`src/rtl/div_pkg.sv`:
```
// Shared types and constants for the sequential restoring divider.
package div_pkg;

    localparam int unsigned DIV_W    = 32;
    localparam int unsigned DIV_ITER = DIV_W;
    localparam logic [DIV_W-1:0] MIN_NEG = 32'h8000_0000;

    typedef enum logic [1:0] {
        IDLE,
        CALC,
        FIX
    } div_state_e;

    function automatic logic [DIV_W-1:0] abs_val(input logic [DIV_W-1:0] v, input logic sgn);
        return (sgn && v[DIV_W-1]) ? -v : v;
    endfunction

endpackage

```
`src/rtl/div_step.sv`:
```
// One restoring-division iteration: shift {rem,q} left, trial-subtract, select.
module div_step
    import div_pkg::*;
#(
    parameter int unsigned DATA_WIDTH = DIV_W
) (
    input  logic [DATA_WIDTH-1:0] rem_i,
    input  logic [DATA_WIDTH-1:0] quo_i,
    input  logic [DATA_WIDTH-1:0] dvsr_i,
    output logic [DATA_WIDTH-1:0] rem_o,
    output logic [DATA_WIDTH-1:0] quo_o
);

    logic [DATA_WIDTH:0] shifted;
    logic [DATA_WIDTH:0] trial;

    // rem < dvsr always holds, so W+1 bits suffice and trial[W] is the borrow.
    always_comb begin
        shifted = {rem_i, quo_i[DATA_WIDTH-1]};
        trial   = shifted - {1'b0, dvsr_i};
        quo_o   = {quo_i[DATA_WIDTH-2:0], ~trial[DATA_WIDTH]};
        rem_o   = trial[DATA_WIDTH] ? shifted[DATA_WIDTH-1:0] : trial[DATA_WIDTH-1:0];
    end

endmodule

```
`src/rtl/seq_divider.sv`:
```
// Multi-cycle restoring divider for DIV/DIVU (quotient -> LO, remainder -> HI).
// Optional macro DIVIDER_EARLY_OUT_EN skips CALC for zero divisor or |dividend| < |divisor|.
module seq_divider
    import div_pkg::*;
#(
    parameter int unsigned DATA_WIDTH = DIV_ITER
) (
    input  logic                  clk,
    input  logic                  rst_n,
    input  logic                  start,
    input  logic                  sign,
    input  logic [DATA_WIDTH-1:0] dividend,
    input  logic [DATA_WIDTH-1:0] divisor,
    output logic                  busy,
    output logic                  done,
    output logic [DATA_WIDTH-1:0] quotient,
    output logic [DATA_WIDTH-1:0] remainder,
    output logic                  div_zero,
    output logic                  overflow
);

    localparam int unsigned CNT_W = $clog2(DATA_WIDTH);

    if (DATA_WIDTH != DIV_W) begin : g_width_chk
        $error("seq_divider: DATA_WIDTH must equal div_pkg::DIV_W");
    end

    div_state_e state_q, state_d;

    logic [CNT_W-1:0]      cnt_q, cnt_d;
    logic [DATA_WIDTH-1:0] rem_q, rem_d;
    logic [DATA_WIDTH-1:0] quo_q, quo_d;
    logic [DATA_WIDTH-1:0] dvsr_q, dvsr_d;
    logic                  neg_quo_q, neg_quo_d;
    logic                  neg_rem_q, neg_rem_d;
    logic                  dz_pend_q, dz_pend_d;
    logic                  ovf_pend_q, ovf_pend_d;

    logic                  busy_q, busy_d;
    logic                  done_q, done_d;
    logic [DATA_WIDTH-1:0] quotient_q, quotient_d;
    logic [DATA_WIDTH-1:0] remainder_q, remainder_d;
    logic                  div_zero_q, div_zero_d;
    logic                  overflow_q, overflow_d;

    logic [DATA_WIDTH-1:0] dvnd_abs;
    logic [DATA_WIDTH-1:0] dvsr_abs;
    logic [DATA_WIDTH-1:0] step_rem;
    logic [DATA_WIDTH-1:0] step_quo;

    div_step #(
        .DATA_WIDTH(DATA_WIDTH)
    ) u_step (
        .rem_i (rem_q),
        .quo_i (quo_q),
        .dvsr_i(dvsr_q),
        .rem_o (step_rem),
        .quo_o (step_quo)
    );

    always_comb begin
        dvnd_abs    = abs_val(dividend, sign);
        dvsr_abs    = abs_val(divisor, sign);

        state_d     = state_q;
        cnt_d       = cnt_q;
        rem_d       = rem_q;
        quo_d       = quo_q;
        dvsr_d      = dvsr_q;
        neg_quo_d   = neg_quo_q;
        neg_rem_d   = neg_rem_q;
        dz_pend_d   = dz_pend_q;
        ovf_pend_d  = ovf_pend_q;
        busy_d      = busy_q;
        done_d      = 1'b0;
        quotient_d  = quotient_q;
        remainder_d = remainder_q;
        div_zero_d  = div_zero_q;
        overflow_d  = overflow_q;

        unique case (state_q)
            IDLE: begin
                if (start) begin
                    neg_quo_d  = sign & (dividend[DATA_WIDTH-1] ^ divisor[DATA_WIDTH-1]);
                    neg_rem_d  = sign & dividend[DATA_WIDTH-1];
                    dz_pend_d  = (divisor == '0);
                    ovf_pend_d = sign && (dividend == MIN_NEG) && (divisor == '1);
                    rem_d      = '0;
                    quo_d      = dvnd_abs;
                    dvsr_d     = dvsr_abs;
                    cnt_d      = '0;
                    busy_d     = 1'b1;
                    state_d    = CALC;
`ifdef DIVIDER_EARLY_OUT_EN
                    // Preload what the full iteration would have converged to.
                    if ((divisor == '0) || (dvnd_abs < dvsr_abs)) begin
                        rem_d   = dvnd_abs;
                        quo_d   = (divisor == '0) ? '1 : '0;
                        state_d = FIX;
                    end
`endif
                end
            end
            CALC: begin
                rem_d = step_rem;
                quo_d = step_quo;
                cnt_d = cnt_q + CNT_W'(1);
                if (cnt_q == CNT_W'(DATA_WIDTH - 1)) begin
                    state_d = FIX;
                end
            end
            FIX: begin
                // Zero divisor keeps the raw all-ones quotient; remainder fixup restores the dividend.
                quotient_d  = dz_pend_q ? '1 : (neg_quo_q ? -quo_q : quo_q);
                remainder_d = neg_rem_q ? -rem_q : rem_q;
                div_zero_d  = dz_pend_q;
                overflow_d  = ovf_pend_q;
                done_d      = 1'b1;
                busy_d      = 1'b0;
                state_d     = IDLE;
            end
            default: begin
                state_d = IDLE;
                busy_d  = 1'b0;
            end
        endcase
    end

    always_ff @(posedge clk or negedge rst_n) begin
        if (!rst_n) begin
            state_q     <= IDLE;
            cnt_q       <= '0;
            rem_q       <= '0;
            quo_q       <= '0;
            dvsr_q      <= '0;
            neg_quo_q   <= 1'b0;
            neg_rem_q   <= 1'b0;
            dz_pend_q   <= 1'b0;
            ovf_pend_q  <= 1'b0;
            busy_q      <= 1'b0;
            done_q      <= 1'b0;
            quotient_q  <= '0;
            remainder_q <= '0;
            div_zero_q  <= 1'b0;
            overflow_q  <= 1'b0;
        end else begin
            state_q     <= state_d;
            cnt_q       <= cnt_d;
            rem_q       <= rem_d;
            quo_q       <= quo_d;
            dvsr_q      <= dvsr_d;
            neg_quo_q   <= neg_quo_d;
            neg_rem_q   <= neg_rem_d;
            dz_pend_q   <= dz_pend_d;
            ovf_pend_q  <= ovf_pend_d;
            busy_q      <= busy_d;
            done_q      <= done_d;
            quotient_q  <= quotient_d;
            remainder_q <= remainder_d;
            div_zero_q  <= div_zero_d;
            overflow_q  <= overflow_d;
        end
    end

    assign busy      = busy_q;
    assign done      = done_q;
    assign quotient  = quotient_q;
    assign remainder = remainder_q;
    assign div_zero  = div_zero_q;
    assign overflow  = overflow_q;

endmodule

```
`config.mk`:
```
export PLATFORM = sky130hd
export DESIGN_NAME = seq_divider
export DESIGN_NICKNAME = d
export VERILOG_FILES = /design/src/rtl/div_pkg.sv /design/src/rtl/div_step.sv /design/src/rtl/seq_divider.sv
export SDC_FILE = /design/constraint.sdc
export NUM_CORES = 1
export LEC_CHECK = 0
export CAP_MARGIN = 20
export CELL_PAD_IN_SITES_DETAIL_PLACEMENT = 1
export CELL_PAD_IN_SITES_GLOBAL_PLACEMENT = 1
export CORE_ASPECT_RATIO = 0.5
export CORE_MARGIN = 3
export CORE_UTILIZATION = 46
export DETAILED_ROUTE_END_ITERATION = 16
export GPL_ROUTABILITY_DRIVEN = 0
export PLACE_DENSITY = 0.94
export SLEW_MARGIN = 40
export SYNTH_ARGS = -nofsm -noshare
export SYNTH_HDL_FRONTEND = slang
export SYNTH_SLANG_ARGS = --single-unit
```
`constraint.sdc`:
```
create_clock -name clk -period 5.7 [get_ports clk]
set_clock_uncertainty 0.1 [all_clocks]
set_input_delay 1.425 -clock clk [delete_from_list [all_inputs] [get_ports clk]]
set_output_delay 1.425 -clock clk [all_outputs]
set_load 0.01 [all_outputs]
```
Word level (Yosys, flattened, before mapping):

Index checks and enable logic that the tools add are counted.

* flip-flop bits (word level): 175
* bits of input ports: 68
* output and inout port bits: 68
* word-level logic and storage cells: 62

* add/sub/neg operators: 6
* eq/ne operators: 7
* multiplexer cells: 18
* bitwise gates (word level): 5
* reduce and logical (&&, ||, !) cells: 11

Operators with widths (count)
* $mux W32: 8
* $neg A32 Y32: 4
* $pmux W32 S2: 2
* $eq A32 B32 Y1 const B: 2
* $sub A33 B32 Y33: 1
* $logic_not A32 Y1: 1
* $pmux W5 S2: 1
* $reduce_and A2 Y1: 4
* $add A5 B1 Y5 const B: 1
* $eq A5 B5 Y1 const B: 1
* $mux W5: 1
* $logic_and A1 B1 Y1: 4
* $mux W2: 2
* $ne A2 B2 Y1 const B: 2
* $pmux W2 S2: 1
* $and A1 B1 Y1: 2
* $eq A2 B1 Y1 const B: 1
* $eq A2 B2 Y1 const B: 1
* $logic_not A2 Y1: 1
* $mux W1: 2
* $not A1 Y1: 2
* $pmux W1 S2: 1
* $reduce_bool A2 Y1: 1
* $xor A1 B1 Y1: 1

Longest topological paths before layout:

Gate-level depths: netlist of the first run.

* word-level depth: 4
* depth in mapped cells: 13

Cells and area by module:

Synthesis of the first run repeated with hierarchy kept, for this count alone.

* cell total of the unflattened synthesis: 1327
* area total of the unflattened synthesis: 11771.3 um^2

Modules (own cells, without submodules)
* seq_divider: times used 1, cells each 985, area each 9282.7 um^2, sequential area each 4379.2 um^2
* div_step: times used 1, cells each 342, area each 2488.6 um^2, sequential area each 0.0 um^2

Least setup slack after synthesis of the first run:

OpenSTA, ideal clock, no wires.

* kind: input to register
* start point: input port divisor[4]
* end point: register dvsr_q[29]
* setup time: 130 ps
* data arrival time: 3531 ps
* required time: 5470 ps
* setup slack: 1939 ps
* cell stages on the path: 9
* cells stage by stage: or4_4 nor4_4 nand2_1 nor4_4 nand2_1 or4_4 o31ai_2 xor2_1 o21ai_1

* longest elaborated chain between the ends: 2

RTL lines
* start: declaration: RTL line seq_divider.sv:13 `input logic [DATA_WIDTH-1:0] divisor,`
* $neg A32 Y32: RTL line div_pkg.sv:15 `return (sgn && v[DIV_W-1]) ? -v : v;`
* $mux W32: RTL line div_pkg.sv:15
* end signal: assignment: RTL line seq_divider.sv:151 `dvsr_q <= dvsr_d;`
* end: declaration: RTL line seq_divider.sv:33 `logic [DATA_WIDTH-1:0] dvsr_q, dvsr_d;`

Every way passes these cells.
A chain may end at the register's enable or synchronous reset.

Final worst setup path of the first run:

* start point: input port divisor[4]
* end point: register dvsr_q[26]

Same word-level chain as after synthesis.

==> results.json, run 1 <==
{
  "tritoncts": "done",
  "slew_headroom": 0.461,
  "nets": 1498,
  "clkPwrFrac": 0.161,
  "postCtsSetupBuffers": 0,
  "fin_crit_sh": 0.754,
  "clkLatencyLatePin_ns": 0.47,
  "muxShareOfSynthArea": 0.00984,
  "num_vias": 10800,
  "post_drt_wl_per_cell_um": 22.4,
  "max_freq_ghz": 0.233,
  "first_pass_iters": 5,
  "synth_fa_ha_area_frac": 0.0454,
  "yosys.area_share.simple": 0.170,
  "synth_flop_cell": "dfrtp_1",
  "cp-end-kind": "flop",
  "antennaDiodeCount": 0,
  "post_drt_via_cell_ratio": 6.29,
  "io-pin-count": 136,
  "gr-usage-met1": 0.366,
  "dp_hpwl_um": 26000,
  "setup_viol": 0,
  "crit_family": "simple AND/OR/NAND/NOR gates",
  "synthDistinctLibCells": 64,
  "worstPathCellList": "clkdlybuf4s50_1 > or4_4 > nor3_2 > nand2_1 > nor4_2 > nand2_1 > or4_4 > o31ai_1 > xor2_1 > o21ai_1",
  "yosys_warnings": 0,
  "cts_num_sinks": 175,
  "crit_path_start_kind": "input port",
  "met3_usage": 0.0502,
  "cts_root_buf": "clkbuf_16",
  "status": "completed",
  "area_growth_pct": 19.8,
  "antenna_found_initial": 0,
  "worstPathRequired_ns": 5.93,
  "grt_pass1_vias": 11400,
  "yosysTopAreaCell": "dfrtp_1",
  "drive_gt1_frac": 0.0513,
  "synth_most_common_cell": "dfrtp_1",
  "p_total_w": 0.00785,
  "stdcell_area_mm2": 0.0134,
  "drtIter0Drc": 906,
  "total_leakage_power_nw": 5.57,
  "slew_viol_final": 0,
  "ys_ff_latch": 175,
  "synth_area_mm2": 0.0112,
  "critical_path_class": "in2reg",
  "sequentialPowerShare": 0.294,
  "synth-xor-area-share": 0.115,
  "critPathMaxStageDelay_ns": 0.62,
  "port_buffers": 135,
  "syn-mean-instance-area_um2": 8.65,
  "htreeDepth": 4,
  "powerDensity_mw_per_mm2": 585,
  "grtUsageMet2": 0.521,
  "synth_top_area_frac": 0.391,
  "drv_cap": 0,
  "slowest_stage": "or4_4",
  "synth_area_leaders": "dfrtp_1 39%, xor2_1 6.9%, o21ai_0 6.5%, nand2_1 5.8%, xnor2_1 4.6%",
  "grt_usage": 0.296,
  "grt_overflow": 0,
  "ctsLongestPathBuffers": 2,
  "crit_buf_inv": 1,
  "critPathArrivalTime_ns": 4.53,
  "path_clk_slew_ns": 0.07,
  "n_fill_cell": 2677,
  "async_flop_share": 1.00,
  "syn_inst": 1294,
  "internal-power_w": 0.00409,
  "post_cts_resized": 0,
  "seq_area_frac_synth": 0.391,
  "row_count": 39,
  "initial_core_util": 0.479,
  "synth_compound_area_frac": 0.224,
  "hp-class": "reg2reg",
  "worst_slack_ns": 1.40,
  "die_w_um": 227,
  "ant_nets": 0,
  "synth_edf_count": 0,
  "fp.dieH_um": 116,
  "routed_wl_um": 38300,
  "vdd_drop_max_mv": 0.324,
  "crit_fanout": 5,
  "grt_pass1_wl_um": 61600,
  "top_usage_layer": "met2",
  "synth_nets": 1402,
  "rsz0062_at_grt": "false",
  "numCtsBuffers": 17,
  "final_hold_viol_count": 0,
  "grt_max_degree": 92,
  "synthTopCellsByCount": "175 x dfrtp_1, 174 x nand2_1, 146 x o21ai_0, 94 x a21oi_1, 88 x xor2_1",
  "switching_power_w": 0.00376,
  "worstMarginPinSlew_ns": 0.806,
  "setup_tns_ns": 0,
  "swShare": 0.479,
  "p_comb_frac": 0.545,
  "dieArea_mm2": 0.0264,
  "coreArea_mm2": 0.0234,
  "placed_cell_area_mm2": 0.0128,
  "cts_hold_buf": 0,
  "place_ws_ns": 1.03,
  "synth_top_family_by_area": "compound AO/OA/AOI/OAI gates",
  "remaining_drc_errors": 0,
  "fin_crit_ns": 4.30
}
worst paths after layout:
| path | start | slack (ns) | to | depth (start not counted) |
|---|---|---|---|---|
| worst min register to register | dvsr_q[10] | 0.38 | dvsr_q[10] | 2 |
| worst max register to register | quo_q[31] | 1.41 | rem_q[18] | 13 |
| min in group asynchronous | rst_n | 0.92 | remainder[9] | 1 |
| worst min-delay path | dvsr_q[10] | 0.38 | dvsr_q[10] | 2 |
| worst max-delay path | divisor[4] | 1.40 | dvsr_q[26] | 10 |
| max in group asynchronous | rst_n | 3.59 | cnt_q[3] | 2 |
logic make-up (layout without fill, tap and decap cells):
family | after synthesis | count (layout)
adders and majority gates | 40 | 40
muxes | 11 | 11
and+or+nand+nor | 394 | 394
AOI/OAI and AO/OA | 402 | 402
DFF | 175 | 175
buffers and inverters | 125 | 234
xor gates and xnor gates | 147 | 147
registers in the layout, summed over array words and instances, names as in the netlist:
register    cells
overflow        1
rem_q          32
dz_pend_q       1
remainder      32
done            1
quo_q          32
neg_rem_q       1
neg_quo_q       1
busy            1
dvsr_q         32
cnt_q           5
ovf_pend_q      1
state_q         2
div_zero        1
quotient       32
placed cells by master, fill, tap and decap left out, drive strengths merged, types with 3 or more instances in the layout:
master	synthesis	layout
dfrtp	175	175
nand2	174	174
o21ai	154	154
clkdlybuf4s50	0	134
a21oi	94	94
xor2	88	88
nor2	72	72
xnor2	59	59
inv	55	55
ha	39	39
nand3	32	32
a22oi	24	24
o31ai	23	23
clkbuf	54	23
nor3	21	21
o311ai	18	18
o41ai	18	18
nand4	16	16
nor4	16	16
nand2b	15	15
o22ai	14	14
or4	14	14
mux2i	11	11
a21o	11	11
buf	14	10
or3	9	9
and2	8	8
clkinv	2	8
and3	7	7
nor2b	7	7
a31oi	6	6
o21bai	5	5
a32oi	5	5
o22a	4	4
o211ai	4	4
a211oi	3	3
o2111ai	3	3
a41oi	3	3
bufinv	0	3
power by group through the flow:
stage,Sequential (W),Combinational (W),Clock [W]
final,0.00231,0.00427,0.00126
after floorplan,0.00202,0.00315,0
after global placement,0.00224,0.00376,0
after CTS,0.00228,0.00420,0.00127
after global routing,0.00236,0.00470,0.00133
after detailed placement,0.00229,0.00408,0
cell type report:
cell class	instances	area [µm²]	area share
Multi-Input combinational cell	994	6360	0.474
Timing Repair Buffer	145	1460	0.109
Tap cell	307	384	0.0286
Inverter	57	214	0.0160
Clock buffer	22	474	0.0354
Sequential cell	175	4380	0.327
Clock inverter	10	135	0.0101
metal layers:
| layer | vias to the layer above | part of all wire |
|---|---|---|
| li1 | 4806 | - |
| met1 | 5490 | 0.42 |
| met2 | 358 | 0.50 |
| met3 | 99 | 0.044 |
| met4 | 0 | 0.032 |
| met5 | - | 0 |
through the flow:
stage | hold WS, ns | instances | util
after global routing | 0.410 | 1710 | 0.574
after detailed placement | 0.370 | 1677 | 0.547
after CTS | 0.385 | 1709 | 0.573
after floorplan | 0.338 | 1294 | -
final | 0.377 | 1710 | 0.574
after global placement | 0.362 | 1677 | 0.546
worst register-to-register path: stages (launching register included):
cell and delay [ns]:
dfrtp_1 0.38, inv_1 0.13, ha_1 0.26, fa_1 0.42
nand2b_1 0.18, a21oi_1 0.16, o21ai_0 0.24, o211ai_2 0.44
o21a_1 0.22, a21oi_1 0.14, a311oi_4 0.50, buf_4 0.55
nand2b_1 0.31, o21ai_0 0.14
No activity file was read; power rests on OpenSTA's default activity.
==> run 2, diff against run 1 <==
--- a/config.mk
+++ b/config.mk
@@ -10,10 +10,10 @@
 export CELL_PAD_IN_SITES_GLOBAL_PLACEMENT = 1
 export CORE_ASPECT_RATIO = 0.5
 export CORE_MARGIN = 3
-export CORE_UTILIZATION = 46
+export CORE_UTILIZATION = 43
 export DETAILED_ROUTE_END_ITERATION = 16
 export GPL_ROUTABILITY_DRIVEN = 0
-export PLACE_DENSITY = 0.94
+export PLACE_DENSITY = 0.89
 export SLEW_MARGIN = 40
 export SYNTH_ARGS = -nofsm -noshare
 export SYNTH_HDL_FRONTEND = slang
==> constraint.sdc (replaced) <==
create_clock -name clk -period 4.05 [get_ports clk]
set_clock_uncertainty 0.1 [all_clocks]
set_input_delay 1.0125 -clock clk [delete_from_list [all_inputs] [get_ports clk]]
set_output_delay 1.0125 -clock clk [all_outputs]
set_load 0.01 [all_outputs]
==> results.json, run 2 (synthesized netlist as in run 1, its figures left out) <==
{
  "remaining_drc_errors": 0,
  "hold_path_startpoint": "quotient[0]",
  "crit_fanout": 47,
  "numCtsBuffers": 17,
  "final_hold_viol_count": 0,
  "dieArea_mm2": 0.0281,
  "slew_viol_final": 0,
  "initial_core_util": 0.441,
  "worstMarginPinSlew_ns": 0.760,
  "fp.dieH_um": 120,
  "max_freq_ghz": 0.267,
  "crit_start": "quo_q[31]",
  "crit_path_start_kind": "flop",
  "post_drt_via_cell_ratio": 5.97,
  "p_comb_frac": 0.553,
  "setup_tns_ns": 0,
  "n_fill_cell": 2985,
  "swShare": 0.471,
  "switching_power_w": 0.00517,
  "cts_root_buf": "clkbuf_16",
  "sequentialPowerShare": 0.291,
  "layout_commonest_cell": "dfrtp_1",
  "die_w_um": 234,
  "fin_crit_ns": 3.75,
  "worstPathRequired_ns": 4.27,
  "htreeDepth": 4,
  "mostFrequentLayoutCells": "174 x dfrtp_1, 172 x nand2_1, 146 x o21ai_0",
  "drv_cap": 0,
  "port_buffers": 135,
  "critPathArrivalTime_ns": 3.97,
  "postCtsSetupBuffers": 0,
  "grt_max_degree": 75,
  "internal-power_w": 0.00582,
  "grt_pass1_vias": 11300,
  "tritoncts": "done",
  "total_leakage_power_nw": 5.67,
  "coreArea_mm2": 0.0254,
  "ant_nets": 0,
  "cts_hold_buf": 0,
  "r2r-start": "quo_q[31]",
  "routed_wl_um": 37600,
  "post_cts_resized": 0,
  "num_vias": 10600,
  "rsz0062_at_grt": "false",
  "powerDensity_mw_per_mm2": 807,
  "setup_viol": 0,
  "nets": 1523,
  "critical_path_class": "reg2reg",
  "status": "completed",
  "ctsLongestPathBuffers": 2,
  "cts_num_sinks": 175,
  "drive_gt1_frac": 0.0673,
  "antennaDiodeCount": 0,
  "utilization": 0.536,
  "slew_headroom": 0.494,
  "grt_usage": 0.273,
  "path_clk_slew_ns": 0.07,
  "io-pin-count": 136,
  "area_growth_pct": 21.6,
  "clkPwrFrac": 0.156,
  "cp-end-kind": "flop",
  "clkLatencyLatePin_ns": 0.46,
  "fin_crit_sh": 0.926,
  "p_total_w": 0.0110,
  "antenna_found_initial": 0,
  "hp-class": "reg2reg",
  "post_drt_wl_per_cell_um": 21.2,
  "first_pass_iters": 5,
  "vdd_drop_max_mv": 0.543,
  "drtIter0Drc": 841,
  "dp_hpwl_um": 27100,
  "row_count": 41,
  "grt_overflow": 0,
  "grt_pass1_wl_um": 60400
}
==> run 2: worst paths after layout <==
check | endpoint | slack [ns] | cells past startpoint
worst max-delay path | rem_q[22] | 0.30 | 13
worst min-delay path | quotient[0] | 0.38 | 2
worst max register to register | rem_q[22] | 0.30 | 13
worst min register to register | quotient[0] | 0.38 | 2
max in group asynchronous | rem_q[3] | 2.56 | 2
min in group asynchronous | remainder[30] | 0.46 | 1
==> run 2: power by group through the flow <==
stage               sequential, W  combinational, W  clock, W
floorplan                 0.00284           0.00443         0
global placement          0.00312           0.00548         0
detailed placement        0.00319           0.00587         0
CTS                       0.00317           0.00600   0.00173
global route              0.00328           0.00668   0.00181
finish                    0.00320           0.00607   0.00172
==> run 2: metal layers <==
layer,vias up,wire (µm),GRT usage
met5,-,0,0
met4,0,1060,0.101
met3,79,1760,0.0479
met2,294,18400,0.466
li1,4868,-,-
met1,5333,16400,0.346
==> run 2: worst max-delay path, cell delays in order (launching register included) <==
cell	delay, ns
dfrtp_1	0.39
inv_1	0.09
ha_1	0.26
fa_1	0.43
nand2b_1	0.19
a21oi_1	0.19
o21ai_0	0.19
o211ai_2	0.29
o21a_1	0.19
a21oi_1	0.15
a311oi_4	0.43
buf_12	0.28
mux2i_1	0.28
o21ai_0	0.12
==> run 2: layout make-up <==
type                    instances  area, µm²  share of cell area
clock buffers                  23        488              0.0358
inverters                      57        214              0.0157
flip-flops and latches        175       4380               0.322
well taps                     344        430              0.0316
multi-input cells             994       6360               0.467
repair buffers                170       1640               0.120
clock inverters                 8        105             0.00772
==> run 2: metrics by stage <==
stage	cell area [µm²]	setup slack, ns	instances	hold WS (ns)
6_report	13600	0.301	1771	0.379
5_1_grt	13600	0.114	1771	0.411
4_1_cts	13600	0.326	1771	0.376
3_5_place_dp	13000	-0.0324	1740	0.360
3_3_place_gp	13000	0.100	1740	0.358
2_1_floorplan	11200	0.702	1294	0.338
==> run 3, diff against run 2 <==
==> constraint.sdc (replaced) <==
create_clock -name clk -period 4.2 [get_ports clk]
set_clock_uncertainty 0.1 [all_clocks]
set_input_delay 1.05 -clock clk [delete_from_list [all_inputs] [get_ports clk]]
set_output_delay 1.05 -clock clk [all_outputs]
set_load 0.01 [all_outputs]
==> results.json, run 3 (synthesized netlist as in run 1, its figures left out) <==
{
  "status": "completed",
  "hold_ws_ns": 0.379,
  "grt_pass1_wl_um": 60300,
  "grt_usage": 0.270,
  "die_w_um": 234,
  "tritoncts": "done",
  "post_drt_via_cell_ratio": 6.02,
  "num_vias": 10600,
  "coreArea_mm2": 0.0254,
  "clkPwrFrac": 0.159,
  "layout_commonest_cell": "dfrtp_1",
  "crit_fanout": 47,
  "place_ws_ns": -0.0194,
  "remaining_drc_errors": 0,
  "numCtsBuffers": 17,
  "io-pin-count": 136,
  "worstPathRequired_ns": 4.41,
  "mostFrequentLayoutCells": "174 x dfrtp_1, 172 x nand2_1, 146 x o21ai_0",
  "critical_path_class": "reg2reg",
  "slew_viol_final": 0,
  "worstPathCellList": "inv_1 > ha_1 > fa_1 > nand2b_1 > a21oi_1 > o21ai_0 > o211ai_2 > o21a_1 > a21oi_1 > a311oi_4 > buf_12 > mux2i_1 > o21ai_0",
  "nets": 1515,
  "htreeDepth": 4,
  "swShare": 0.467,
  "clkLatencyLatePin_ns": 0.45,
  "drtIter0Drc": 697,
  "drv_cap": 0,
  "port_buffers": 135,
  "path_clk_slew_ns": 0.07,
  "p_comb_frac": 0.555,
  "fin_crit_ns": 3.89,
  "initial_core_util": 0.441,
  "grt_overflow": 0,
  "antenna_found_initial": 0,
  "sequentialPowerShare": 0.286,
  "worstMarginPinSlew_ns": 0.713,
  "final_hold_viol_count": 0,
  "grt_pass1_vias": 11400,
  "ant_nets": 0,
  "slew_headroom": 0.523,
  "ctsLongestPathBuffers": 2,
  "setup_viol": 0,
  "critPathArrivalTime_ns": 4.10,
  "internal-power_w": 0.00566,
  "post_cts_resized": 0,
  "cts_hold_buf": 0,
  "hp-class": "reg2reg",
  "powerDensity_mw_per_mm2": 780,
  "crit_path_start_kind": "flop",
  "first_pass_iters": 5,
  "slowest_stage": "a311oi_4",
  "post_drt_wl_per_cell_um": 21.0,
  "dp_hpwl_um": 26400,
  "dieArea_mm2": 0.0281,
  "critPathMaxStageDelay_ns": 0.45,
  "fin_crit_sh": 0.926,
  "routed_wl_um": 37000,
  "antennaDiodeCount": 0,
  "area_growth_pct": 21.5,
  "postCtsSetupBuffers": 0,
  "max_freq_ghz": 0.257,
  "row_count": 41,
  "cts_root_buf": "clkbuf_16",
  "fp.dieH_um": 120,
  "cp-end-kind": "flop",
  "total_leakage_power_nw": 5.66,
  "switching_power_w": 0.00495,
  "drive_gt1_frac": 0.0620,
  "worst_slack_ns": 0.311,
  "grt_max_degree": 82,
  "vdd_drop_max_mv": 0.382,
  "rsz0062_at_grt": "false",
  "cts_num_sinks": 175
}
run 3: cell types whose count changed in the layout (fill, tap and decap cells not counted), sizes merged:
| cell | change |
|---|---|
| inv | -1 |
| buf | -9 |
| clkinvlp | -2 |
| clkinv | +3 |
| bufinv | +1 |
run 3: power groups by stage:
stage / Sequential, W / Clock (W) / Combinational, W
5_1_grt: 0.00312 / 0.00178 / 0.00648
3_5_place_dp: 0.00303 / 0 / 0.00567
3_3_place_gp: 0.00297 / 0 / 0.00533
2_1_floorplan: 0.00274 / 0 / 0.00427
6_report: 0.00304 / 0.00169 / 0.00589
4_1_cts: 0.00301 / 0.00170 / 0.00582
run 3: through the flow:
step | instance area [µm²] | util | TNS (ns) | total power, W | instances
6_report | 13600 | 0.536 | 0 | 0.0106 | 1763
3_5_place_dp | 13000 | 0.512 | -0.0204 | 0.00870 | 1732
2_1_floorplan | 11200 | - | 0 | 0.00701 | 1294
3_3_place_gp | 13000 | 0.511 | 0 | 0.00830 | 1732
4_1_cts | 13600 | 0.535 | 0 | 0.0105 | 1763
5_1_grt | 13600 | 0.536 | 0 | 0.0114 | 1763
run 3: critical path, delay by kind of cell (launching register included):
kind            cells  cell delay [ns]
compound gates      7             1.77
fa+ha+maj           2             0.67
flops               1             0.37
buf+inv             2             0.36
mux                 1             0.23
simple gates        1             0.20
run 3: path summary, 6_finish.rpt:
| check | start | to | slack (ns) | depth (start not counted) |
|---|---|---|---|---|
| max reg2reg | quo_q[31] | rem_q[8] | 0.31 | 13 |
| max | quo_q[31] | rem_q[8] | 0.31 | 13 |
| max in group asynchronous | rst_n | remainder[21] | 2.62 | 2 |
| min reg2reg | quotient[0] | quotient[0] | 0.38 | 2 |
| min in group asynchronous | rst_n | remainder[29] | 0.53 | 1 |
| min | quotient[0] | quotient[0] | 0.38 | 2 |
run 3: cell type report:
cell class / instances / area [µm²]
fill: 2992 / 11800
multi-input combinational: 994 / 6360
sequential: 175 / 4380
timing repair buffer: 162 / 1610
clock buffer: 22 / 474
tap: 344 / 430
inverter: 57 / 214
clock inverter: 9 / 134
run 3: layer usage:
metal | global-route usage | part of all wire | wire (µm) | vias to the layer above
met5 | 0 | 0 | 0 | -
met4 | 0.0882 | 0.022 | 823 | 0
met3 | 0.0451 | 0.053 | 1950 | 68
met2 | 0.465 | 0.50 | 18400 | 347
met1 | 0.347 | 0.43 | 15800 | 5348
li1 | - | - | - | 4856
